File: src/rtl/uart_rx_line_buf_pkg.sv
// uart_pkg: shared receiver state encoding and 8N1 frame geometry.
package uart_pkg;
    typedef enum logic [2:0] {IDLE, START, DATA, STOP, BREAK} uart_rx_st_e;
    localparam int DATA_BITS = 8;
    localparam int STOP_BITS = 1;
endpackage

File: src/rtl/uart_rx_line_buf_fifo.sv
// sync_fifo: first-word-fall-through register FIFO with flush.
// A pop makes room for a same-cycle push even when full.
module sync_fifo #(
    parameter int WIDTH = 8,
    parameter int DEPTH = 16
) (
    input  logic                     clk,
    input  logic                     rst_n,
    input  logic                     clr,
    input  logic                     push,
    input  logic [WIDTH-1:0]         wdata,
    input  logic                     pop,
    output logic [WIDTH-1:0]         rdata,
    output logic                     empty,
    output logic                     full,
    output logic [$clog2(DEPTH):0]   count
);
    localparam int AW = $clog2(DEPTH);
    localparam int CW = AW + 1;
    logic [WIDTH-1:0] mem_q [DEPTH];
    logic [WIDTH-1:0] mem_d [DEPTH];
    logic [AW-1:0]    wp_q, wp_d, rp_q, rp_d;
    logic [CW-1:0]    cnt_q, cnt_d;
    logic             do_push, do_pop;
    assign empty = cnt_q == '0;
    assign full  = cnt_q == CW'(DEPTH);
    assign rdata = empty ? '0 : mem_q[rp_q];
    assign count = cnt_q;
    always_comb begin
        do_pop  = pop & ~empty;
        do_push = push & (~full | do_pop);
        mem_d   = mem_q;
        wp_d    = wp_q;
        rp_d    = rp_q;
        if (do_push) begin
            mem_d[wp_q] = wdata;
            wp_d        = wp_q + 1'b1;
        end
        if (do_pop) rp_d = rp_q + 1'b1;
        cnt_d = cnt_q + CW'(do_push) - CW'(do_pop);
        // Flush wins over any same-cycle push or pop
        if (clr) begin
            wp_d  = '0;
            rp_d  = '0;
            cnt_d = '0;
        end
    end
    always_ff @(posedge clk or negedge rst_n) begin
        if (!rst_n) begin
            mem_q <= '{default: '0};
            wp_q  <= '0;
            rp_q  <= '0;
            cnt_q <= '0;
        end else begin
            mem_q <= mem_d;
            wp_q  <= wp_d;
            rp_q  <= rp_d;
            cnt_q <= cnt_d;
        end
    end
endmodule

File: src/rtl/uart_rx_line_buf.sv
// uart_rx_line_buf: 8N1 UART receiver sampling mid-bit, feeding a byte FIFO
// for a valid/ready reader; reports framing errors and sticky overflow.
module uart_rx_line_buf
    import uart_pkg::*;
#(
    parameter int BAUD_DIV    = 868,
    parameter int FIFO_DEPTH  = 16,
    parameter int SYNC_STAGES = 2
) (
    input  logic                          clk,
    input  logic                          rst_n,
    input  logic                          rxd_i,
    input  logic                          clr_i,
    output logic [7:0]                    rdata_o,
    output logic                          rvalid_o,
    input  logic                          rready_i,
    output logic                          frame_err_o,
    output logic                          overflow_o,
    output logic [$clog2(FIFO_DEPTH):0]   fifo_cnt_o
);
    localparam int CW = $clog2(BAUD_DIV);
    localparam int BW = $clog2(DATA_BITS);
    logic [SYNC_STAGES-1:0] sync_q, sync_d;
    logic                   rxs, rxs_prev_q, fall, tick;
    uart_rx_st_e            state_q, state_d;
    logic [CW-1:0]          cnt_q, cnt_d;
    logic [BW-1:0]          bit_q, bit_d;
    logic [DATA_BITS-1:0]   shreg_q, shreg_d;
    logic                   ferr_q, ferr_d, ovf_q, ovf_d;
    logic                   push, fifo_empty, fifo_full;
    assign rxs  = sync_q[SYNC_STAGES-1];
    assign fall = rxs_prev_q & ~rxs;
    assign tick = cnt_q == '0;
    always_comb begin
        sync_d  = (sync_q << 1) | SYNC_STAGES'(rxd_i);
        state_d = state_q;
        cnt_d   = tick ? cnt_q : cnt_q - 1'b1;
        bit_d   = bit_q;
        shreg_d = shreg_q;
        ferr_d  = 1'b0;
        push    = 1'b0;
        case (state_q)
            IDLE: if (fall) begin
                cnt_d   = CW'(BAUD_DIV / 2 - 1);
                state_d = START;
            end
            START: if (tick) begin
                cnt_d   = CW'(BAUD_DIV - 1);
                bit_d   = '0;
                state_d = rxs ? IDLE : DATA;
            end
            DATA: if (tick) begin
                shreg_d = {rxs, shreg_q[DATA_BITS-1:1]};
                cnt_d   = CW'(BAUD_DIV - 1);
                bit_d   = bit_q + 1'b1;
                if (bit_q == BW'(DATA_BITS - 1)) state_d = STOP;
            end
            STOP: if (tick) begin
                push    = rxs;
                ferr_d  = ~rxs;
                state_d = rxs ? IDLE : BREAK;
            end
            BREAK: if (rxs) state_d = IDLE;
            default: state_d = IDLE;
        endcase
        // Full is judged before the same-cycle pop, so a pop rescues the byte
        ovf_d = clr_i ? 1'b0 : ovf_q | (push & fifo_full & ~rready_i);
    end
    always_ff @(posedge clk or negedge rst_n) begin
        if (!rst_n) begin
            sync_q     <= '1;
            rxs_prev_q <= 1'b1;
            state_q    <= IDLE;
            cnt_q      <= '0;
            bit_q      <= '0;
            shreg_q    <= '0;
            ferr_q     <= 1'b0;
            ovf_q      <= 1'b0;
        end else begin
            sync_q     <= sync_d;
            rxs_prev_q <= rxs;
            state_q    <= state_d;
            cnt_q      <= cnt_d;
            bit_q      <= bit_d;
            shreg_q    <= shreg_d;
            ferr_q     <= ferr_d;
            ovf_q      <= ovf_d;
        end
    end
    sync_fifo #(.WIDTH(DATA_BITS), .DEPTH(FIFO_DEPTH)) u_fifo (
        .clk   (clk),
        .rst_n (rst_n),
        .clr   (clr_i),
        .push  (push & ~clr_i),
        .wdata (shreg_q),
        .pop   (rready_i),
        .rdata (rdata_o),
        .empty (fifo_empty),
        .full  (fifo_full),
        .count (fifo_cnt_o)
    );
    assign rvalid_o    = ~fifo_empty;
    assign frame_err_o = ferr_q;
    assign overflow_o  = ovf_q;
endmodule

File: config.mk
export PLATFORM = sky130hd
export DESIGN_NAME = uart_rx_line_buf
export DESIGN_NICKNAME = d
export VERILOG_FILES = /design/src/rtl/uart_rx_line_buf_pkg.sv /design/src/rtl/uart_rx_line_buf_fifo.sv /design/src/rtl/uart_rx_line_buf.sv
export SDC_FILE = /design/constraint.sdc
export NUM_CORES = 1
export LEC_CHECK = 0
export BUFFER_PORTS_ARGS = -buffer_cell sky130_fd_sc_hd__buf_2
export CAP_MARGIN = 20
export CORE_ASPECT_RATIO = 1.75
export CORE_MARGIN = 8
export CORE_UTILIZATION = 32
export DETAILED_ROUTE_END_ITERATION = 10
export PLACE_DENSITY_LB_ADDON = 0.12
export SYNTH_ARGS = -nofsm -noshare
export SYNTH_HDL_FRONTEND = slang
export SYNTH_SLANG_ARGS = --single-unit
export TNS_END_PERCENT = 20
File: constraint.sdc
create_clock -name clk -period 3.7 [get_ports clk]
set_input_delay 0.74 -clock clk [delete_from_list [all_inputs] [get_ports clk]]
set_output_delay 0.74 -clock clk [all_outputs]
set_load 0.005 [all_outputs]
==> results of run 1 <==
-- cell families (layout without fill, tap and decap cells) --
logic type | after synthesis | after routing
adder cells (fa/ha/maj) | 17 | 17
AO/OA/AOI/OAI | 53 | 53
XOR/XNOR | 5 | 5
AND/OR/NAND/NOR | 99 | 99
flip-flops | 170 | 170
buffers and inverters | 51 | 85
multiplexers | 181 | 181
-- through the flow --
| stage | cells | total power [W] | utilization, % | hold WS, ps | worst slack, ps |
|---|---|---|---|---|---|
| after floorplan | 576 | 0.00277 | - | 345 | 751 |
| after global placement | 898 | 0.00305 | 34.2 | 347 | 546 |
| after detailed placement | 898 | 0.00306 | 34.2 | 348 | 522 |
| after CTS | 930 | 0.00494 | 36.6 | 358 | 29.5 |
| after global routing | 930 | 0.00511 | 36.6 | 363 | 13.5 |
| final | 930 | 0.00483 | 36.6 | 349 | 118 |
-- where the power goes --
group,switching [W],leakage [nW],internal [W]
sequential,0.000149,2.33,0.00195
combinational,0.000505,1.63,0.000391
clock,0.000770,0.285,0.00106
-- cell usage after synthesis, drive strengths merged (10+ instances only) --
cell and count:
mux2i 11, a21oi 13, nor3 11, ha 16, dfrtp 167, mux4 32
nor2 15, o21ai 14, nand2b 10, clkbuf 25, nor4 15, inv 16
mux2 138, buf 10
-- registers in the layout, indices dropped and copies added (netlist names) --
name and cells:
shreg_q 8, rxs_prev_q 1, cnt_q 10, overflow_o 1
state_q 3, u_fifo.rp_q 4, bit_q 3, u_fifo.wp_q 4
sync_q 2, frame_err_o 1, u_fifo.mem_q 128, u_fifo.count 5
-- final cells by class --
cell class | count | share of cell area [%]
Timing Repair Buffer | 37 | 2.63
Tap cell | 320 | 4.26
Inverter | 16 | 0.666
Clock inverter | 15 | 1.87
Clock buffer | 17 | 4.53
Sequential cell | 170 | 45.4
Multi-Input combinational cell | 355 | 40.7
-- worst max path at each step --
stage,to,slack [ps],from
detailed placement,rdata_o[6],520,u_fifo.count[2]
global route,rdata_o[7],10,u_fifo.count[2]
CTS,rdata_o[6],30,u_fifo.count[2]
global placement,rdata_o[6],550,u_fifo.count[3]
finish,rdata_o[6],120,u_fifo.count[2]
floorplan,u_fifo.count[4],750,u_fifo.count[3]
-- worst register-to-register path: cells and delay by family (launching register included) --
family                   cells  cell delay (ps)
adder cells (fa/ha/maj)      4              960
AND/OR/NAND/NOR              4             1110
flip-flops                   1              410
buffers and inverters        4              270
AO/OA/AOI/OAI                2              250
-- routing by layer --
layer,up-vias,share of wire (%),GRT usage (%)
met4,0,2.4,5.60
li1,2175,-,-
met1,2555,40,15.8
met3,24,2.5,3.15
met2,58,55,23.7
met5,-,0,0
-- repair_timing --
item | 4_1_cts | 5_1_grt
gates resized for setup | 0 | 2
hold buffers | 0 | 0
endpoints found under the setup margin | 0 | 4
buffers inserted | 0 | 0
==> results.cfg, run 1 <==
[run_status]
outcome = completed

[floorplanning]
die_w_um = 138
die_y_um = 229
core_area_um2 = 25700
io_pins = 21
rows = 78
initial_core_util_pct = 32.3
die-area_um2 = 31500

[clock_tree]
cts_buffer_depth = 2
h-tree-depth = 4
clk_latency_ps = 440
clock-sinks = 170
root_buffer = clkbuf_16
cts_tree = yes
numCtsBuffers = 17
clkTransAtPathRegs_ps = 60

[critical_path]
cp_slowest_cell = or4b_2
r2r-end = u_fifo.count[4]
r2r-start = u_fifo.count[2]
crit_family = simple AND/OR/NAND/NOR gates
worstPathCellList = inv_1 -> ha_1 -> or4b_2 -> and3b_2 -> a22oi_1 -> o21ai_0 -> buf_2
cp_max_fo = 8
cp.arrival_ps = 2840
cp.required_ps = 2960
critPathBufInv = 2
setup.worst_path.class = flop to output pin
crit_path_start_kind = flop
cp.depth = 7
r2r_slack_ps = 570
slowest_delay_ps = 690
end_kind = output pin
r2r_cells = 14

[synth]
synth_fp_nets = 598
synth_top_family_by_area = multiplexers
synth_edf_count = 0
synth-compound-area-share_pct = 4.06
ys.flop_type = dfrtp_1
yosys.area.top_type = dfrtp_1
syn-cell-area_um2 = 8290
yosys.area_share.xor_xnor_pct = 0.528
syn_area_per_cell_um2 = 14.4
syn_inst = 576
synth_seq_cells = 170
synth_mux_area_share_pct = 29.1
seq_area_frac_synth_pct = 51.4
synth-adder-area-share_pct = 2.66
synthSimpleGateAreaFrac_pct = 9.77
synth_top_area_share_pct = 50.4
ys_warn_count = 0
ys_types = 56
netlist_top_cells_area = dfrtp_1 (50%), mux2_2 (17%), mux4_2 (8.7%)
synth_async_sr_flop_share_pct = 100

[sta]
rsz0062_at_grt = false
relSlewSlack_pct = 34.9
final-max-slew-violation-count = 0
fin_skew_ps = 5.54
tns_ps = 0
fmax_mhz = 279
worst_pin_slew_ps = 976
period_minus_slack_ps = 3580
finalHoldViolCount = 0
setup_violations = 0
fin_crit_sh_pct = 96.8

[global_routing]
grt_pass1_wl_um = 32000
track_usage_pct = 13.8
grt_max_degree = 93
antenna_found_initial = 0
grt_pass1_vias = 5371
grt_overflow = 0

[route]
drt_iter0_markers = 216
wirelength_um = 19900
vias = 4812
drc = 0
via_per_inst = 5.17
routedWlPerCell_um = 21.4
detail-route-antenna-nets = 0
drt-pass1-iter-count = 4

[placed_design]
postPlaceCellArea_um2 = 8790
hpwl_um = 13600
place_congestion = 0.725
portBuffers = 20

[layout]
multi_input_area_um2 = 3820
regArea_um2 = 4260
nNetsFinal = 619
layout-drive-gt1-share_pct = 43.3
layout_commonest_cell = dfrtp_1
final_area_um2 = 9390
fillers = 2470
n_antenna_cell = 0
syn2layout_area_growth_pct = 13.3
final_cell_mix = dfrtp_1 (166), mux2_2 (128), mux4_2 (32)

[power_and_ir_drop]
ir_drop_uv = 283
p_leak_nw = 4.24
cellPowerDensity_nw_per_um2 = 515

[job]
maxCapViolCount = 0

[min_path]
hold_path.class = input port to asynchronous set/reset pin
Power figures use the tool's default switching activity.
==> inputs of run 2 (changes only) <==
--- a/config.mk
+++ b/config.mk
@@ -7,6 +7,8 @@
 export LEC_CHECK = 0
 export BUFFER_PORTS_ARGS = -buffer_cell sky130_fd_sc_hd__buf_2
 export CAP_MARGIN = 20
+export CELL_PAD_IN_SITES_DETAIL_PLACEMENT = 0
+export CELL_PAD_IN_SITES_GLOBAL_PLACEMENT = 1
 export CORE_ASPECT_RATIO = 1.75
 export CORE_MARGIN = 8
 export CORE_UTILIZATION = 32
@@ -14,5 +16,6 @@
 export PLACE_DENSITY_LB_ADDON = 0.12
 export SYNTH_ARGS = -nofsm -noshare
 export SYNTH_HDL_FRONTEND = slang
+export SYNTH_HIERARCHICAL = 1
 export SYNTH_SLANG_ARGS = --single-unit
 export TNS_END_PERCENT = 20
==> run 2 against run 1 <==
Net effect:
- worst setup slack improved by 98 ps
- synthesized cell count decreased by 1.6%
- largest cell class unchanged
- combinational power decreased by 3.9%
- die area increased by 0.56%
- register-to-register slack got worse by 350 ps
- non-clock buffer count decreased by 6
- sequential power about the same
- area after synthesis increased by 0.62%
==> results.cfg, run 2 <==
[placed_design]
place_congestion = 0.736
portBuffers = 20
hpwl_um = 12900
place_ws_ps = 198

[critical_path]
slowest_delay_ps = 570
critPathBufInv = 1
cp.arrival_ps = 3840
crit_family = simple AND/OR/NAND/NOR gates
worstPathCellList = inv_1 -> ha_1 -> or3b_4 -> or4_4 -> nor3b_4 -> or2_2 -> nand2_1 -> ha_1 -> fa_1 -> a21oi_2 -> nor2_1 -> or3_1 -> a21oi_1
crit_path_start_kind = flop
end_kind = flop
cp_slowest_cell = or4_4
cp_max_fo = 5
crit_top_cell = ha_1
setup.worst_path.class = flop to flop
cp.required_ps = 4060

[sta]
setup_violations = 0
rsz0062_at_grt = false
final-max-slew-violation-count = 0
period_minus_slack_ps = 3480
finalWorstSetupSlack_ps = 216
fin_skew_ps = 6.91
fmax_mhz = 287
relSlewSlack_pct = 35.8
tns_ps = 0
worst_pin_slew_ps = 954
fin_crit_sh_pct = 94.2
finalHoldViolCount = 0

[floorplanning]
die_w_um = 138
rows = 78
initial_core_util_pct = 32.4
io_pins = 21
die-area_um2 = 31700
core_area_um2 = 25800
die_y_um = 230

[layout]
final_cell_mix = dfrtp_1 (166), mux2_2 (131), a21oi_1 (20), mux4_2 (20), buf_2 (19)
reg_top3 = u_fifo/mem_q x128, cnt_q x10, shreg_q x8
largest_reg_flops = 128
syn2layout_area_growth_pct = 11.4
fillers = 2517
n_antenna_cell = 0
layout_commonest_cell = dfrtp_1
largest-register = u_fifo/mem_q
nNetsFinal = 604
layout-drive-gt1-share_pct = 41.5

[clock_tree]
root_buffer = clkbuf_16
clk_latency_ps = 430
clock-sinks = 170
cts_tree = yes
h-tree-depth = 4
cts_buffer_depth = 2
numCtsBuffers = 17
post_cts_buffers = 0
clkTransAtPathRegs_ps = 60

[route]
via_per_inst = 5.15
wl_met2_um = 10500
drt_iter0_markers = 162
drc = 0
wl_met1_um = 7860
drt-pass1-iter-count = 4
vias = 4713
routedWlPerCell_um = 20.7
wl_met3_um = 362
detail-route-antenna-nets = 0
wirelength_um = 19000
highest_layer = met4

[synth]
synth_top_area_share_pct = 50.1
syn_area_per_cell_um2 = 14.7
synth.most_common_cell = dfrtp_1
syn_inst = 567
yosys.area.top_type = dfrtp_1
synth_seq_cells = 170
synth_edf_count = 0
seq_area_frac_synth_pct = 51.1
ys.flop_type = dfrtp_1
yosys-top-cells-count = dfrtp_1 (167), mux2_2 (131), a21oi_1 (21)
netlist_top_cells_area = dfrtp_1 (50%), mux2_2 (18%), mux4_2 (5.4%)
ys_warn_count = 6
syn-cell-area_um2 = 8340
synth_async_sr_flop_share_pct = 100
ys_types = 58
synth_fp_nets = 588

[power_and_ir_drop]
pwr-share-comb_pct = 18.5
clockPowerShare_pct = 36.5
cellPowerDensity_nw_per_um2 = 500
p_sw_share_pct = 28.8
pwr-share-seq_pct = 45.0
internal_power_w = 0.00331
p_switching_w = 0.00134
ir_drop_uv = 331
p_leak_nw = 4.34

[global_routing]
antenna_found_initial = 0
grt_overflow = 0
track_usage_pct = 12.5
grt_pass1_wl_um = 30700
grt_max_degree = 80
grt_pass1_vias = 5157

[job]
maxCapViolCount = 0

[run_status]
outcome = completed

[min_path]
hold_path.class = input port to asynchronous set/reset pin
## run 2: cell count changes after synthesis, moves of 7 or more
cell,previous run,this run
mux4_1,0,9
a21oi_1,13,21
nand4_4,1,8
mux4_2,32,20
clkbuf_1,25,13
nor4_4,12,0
a22oi_1,9,0
## run 2: what timing repair did
| action | 4_1_cts | 5_1_grt |
|---|---|---|
| resized for setup | 0 | 2 |
| hold buffers | 0 | 0 |
| setup endpoints to repair | 0 | 1 |
| hold endpoints to repair | 0 | 0 |
## run 2: cell families after synthesis
logic type | count (synthesis) | synth area share (%)
muxes | 186 | 30.1
DFF | 170 | 51.1
and+or+nand+nor | 87 | 8.10
AOI/OAI and AO/OA | 51 | 3.57
buffers and inverters | 46 | 3.50
adders and majority gates | 16 | 2.49
xor gates and xnor gates | 11 | 1.16
## run 2: per-layer routing
| metal | vias up | track usage [%] |
|---|---|---|
| met5 | - | 0 |
| met4 | 0 | 4.40 |
| met3 | 14 | 2.47 |
| met2 | 43 | 22.6 |
| met1 | 2522 | 14.1 |
| li1 | 2134 | - |
## run 2: final timing paths
kind / startpoint / endpoint / slack [ps] / cells after the start
setup reg to reg: cnt_q[0] / u_fifo/count[4] / 220 / 13
min in group clk: sync_q[0] / sync_q[1] / 360 / 0
hold reg to reg: sync_q[0] / sync_q[1] / 360 / 0
hold / removal: rst_n / u_fifo/rp_q[0] / 360 / 1
setup / recovery: cnt_q[0] / u_fifo/count[4] / 220 / 13
max in group asynchronous: rst_n / u_fifo/mem_q[68] / 2480 / 2
## run 2: power by group through the flow
stage / clock network (W) / registers (W) / logic (W)
CTS: 0.00176 / 0.00209 / 0.000873
floorplan: 0 / 0.00206 / 0.000650
global placement: 0 / 0.00212 / 0.000859
global route: 0.00183 / 0.00211 / 0.000957
finish: 0.00170 / 0.00209 / 0.000861
detailed placement: 0 / 0.00212 / 0.000869
## run 2: stage by stage
stage	hold WS, ps	util [%]	instance area, µm²	power, W	std cells
after global routing	362	36.1	9290	0.00489	915
final	361	36.1	9290	0.00465	915
after detailed placement	357	33.9	8730	0.00299	884
after CTS	364	36.0	9280	0.00473	915
after floorplan	345	-	8350	0.00271	567
after global placement	347	33.9	8730	0.00298	884
## run 2: area by class of cell
type	instances	area [µm²]	area share, %
clock buffers	24	482	5.19
clock inverters	7	67.6	0.727
inverters	12	47.5	0.512
multi-input cells	351	3810	41.0
flip-flops and latches	170	4260	45.9
well taps	320	400	4.31
repair buffers	31	226	2.44
==> inputs of run 3 (changes only) <==
==> constraint.sdc (replaced) <==
create_clock -name clk -period 3.4 [get_ports clk]
set_input_delay 0.68 -clock clk [delete_from_list [all_inputs] [get_ports clk]]
set_output_delay 0.68 -clock clk [all_outputs]
set_load 0.005 [all_outputs]
==> run 3 against run 2 <==
Net effect:
- first-iteration DRC count shrank 1.2%
- worst setup slack got worse by 100 ps
- global-route usage grew 0.27 points
- cell count grew 0.44%
- clock power is essentially flat
- register-to-register slack worse by 100 ps
- die area did not move
- clock skew is 2.0 ps higher
- critical endpoint unchanged
- fmax rose by 6.0%
==> results.cfg, run 3 (synthesized netlist as in run 2, its figures left out) <==
[route]
routedWlPerCell_um = 20.7
drc = 0
wirelength_um = 19000
vias = 4732
drt-pass1-iter-count = 4
via_per_inst = 5.15
detail-route-antenna-nets = 0
drt_iter0_markers = 160

[sta]
fin_crit_sh_pct = 96.7
finalHoldViolCount = 0
final-max-slew-violation-count = 0
worst_pin_slew_ps = 875
rsz0062_at_grt = true
fmax_mhz = 304
period_minus_slack_ps = 3290
setup_violations = 0
relSlewSlack_pct = 41.1
finalWorstSetupSlack_ps = 113
fin_skew_ps = 8.93

[floorplanning]
initial_core_util_pct = 32.4
die-area_um2 = 31700
io_pins = 21
core_area_um2 = 25800
die_w_um = 138
die_y_um = 230
rows = 78

[layout]
final_cell_mix = dfrtp_1 (166), mux2_2 (131), a21oi_1 (20), mux4_2 (20), buf_2 (19)
layout_commonest_cell = dfrtp_1
layout-drive-gt1-share_pct = 42.9
syn2layout_area_growth_pct = 11.7
reg_top3 = u_fifo/mem_q x128, cnt_q x10, shreg_q x8
n_antenna_cell = 0
multi_input_area_um2 = 3820
fin_cells = 919
largest-register = u_fifo/mem_q
largest_reg_flops = 128
fillers = 2507
fin_util_pct = 36.1
nNetsFinal = 611
regArea_um2 = 4260

[clock_tree]
cts_tree = yes
root_buffer = clkbuf_16
clkTransAtPathRegs_ps = 60
h-tree-depth = 4
post_cts_buffers = 0
clock-sinks = 170
numCtsBuffers = 17
clk_latency_ps = 440
cts_buffer_depth = 2

[global_routing]
grt_pass1_wl_um = 31100
antenna_found_initial = 0
grt_pass1_vias = 5202
track_usage_pct = 12.7
grt_overflow = 0
grt_max_degree = 75

[critical_path]
end_kind = flop
r2r-end = u_fifo/count[4]
cp_slowest_cell = or4_4
crit_family = simple AND/OR/NAND/NOR gates
worstPathCellList = inv_1 -> ha_2 -> or3b_4 -> or4_4 -> nor3b_4 -> or2_4 -> nand2_1 -> ha_2 -> fa_2 -> a21oi_2 -> nor2_1 -> or3_1 -> a21oi_1
crit_top_cell = ha_2
slowest_delay_ps = 470
setup.worst_path.class = flop to flop
r2r_slack_ps = 110
cp_max_fo = 5
critPathBufInv = 1
r2r_cells = 13
cp.required_ps = 3760
crit_path_start_kind = flop
r2r-start = cnt_q[0]
cp.arrival_ps = 3640

[power_and_ir_drop]
ir_drop_uv = 385
clockPowerShare_pct = 34.7
internal_power_w = 0.00354
pwr-share-seq_pct = 46.1
p_switching_w = 0.00142
pwr-share-comb_pct = 19.3
p_leak_nw = 4.37
p_sw_share_pct = 28.7
cellPowerDensity_nw_per_um2 = 532

[run_status]
outcome = completed

[min_path]
hold_path.class = input port to asynchronous set/reset pin

[placed_design]
portBuffers = 20
hpwl_um = 13200
place_ws_ps = 69.2
dp_cells = 891
place_congestion = 0.740

[job]
maxCapViolCount = 0
## run 3: cell type report
cell class	count	share of cell area, %
Clock buffer	24	5.17
Tap cell	320	4.30
Inverter	12	0.511
Timing Repair Buffer	38	3.00
Multi-Input combinational cell	351	41.1
Clock inverter	4	0.215
Sequential cell	170	45.7
## run 3: metal layers
layer | wire (µm) | GRT usage (%)
met1 | 7890 | 14.2
met2 | 10300 | 22.8
met3 | 357 | 2.69
met4 | 415 | 5.46
met5 | 0 | 0
## run 3: power groups by stage
stage	Sequential [W]	Combinational, W	Clock, W
after floorplan	0.00225	0.000724	0
after global placement	0.00231	0.000957	0
after detailed placement	0.00232	0.000970	0
after CTS	0.00228	0.000976	0.00179
after global routing	0.00231	0.00107	0.00186
final	0.00228	0.000955	0.00172
## run 3: what timing repair did
action / CTS / global route
endpoints found under the setup margin: 0 / 26
resized for setup: 0 / 4
hold buffers: 0 / 0
## run 3: worst max-delay path by stage
stage	startpoint	to	slack, ps	cells past startpoint
CTS	cnt_q[0]	u_fifo/mem_q[1]	50	9
detailed placement	cnt_q[0]	u_fifo/mem_q[1]	70	9
global route	cnt_q[0]	u_fifo/count[4]	-30	13
floorplan	cnt_q[1]	u_fifo/count[4]	-30	15
finish	cnt_q[0]	u_fifo/count[4]	110	13
global placement	cnt_q[0]	u_fifo/mem_q[2]	140	9
## run 3: per-stage QoR
stage | power, W | hold slack [ps] | instance area [µm²] | TNS, ps
finish | 0.00496 | 280 | 9310 | 0
global route | 0.00524 | 313 | 9310 | -25.6
CTS | 0.00505 | 292 | 9300 | 0
detailed placement | 0.00329 | 351 | 8800 | 0
global placement | 0.00327 | 355 | 8800 | 0
floorplan | 0.00297 | 345 | 8370 | -33.3
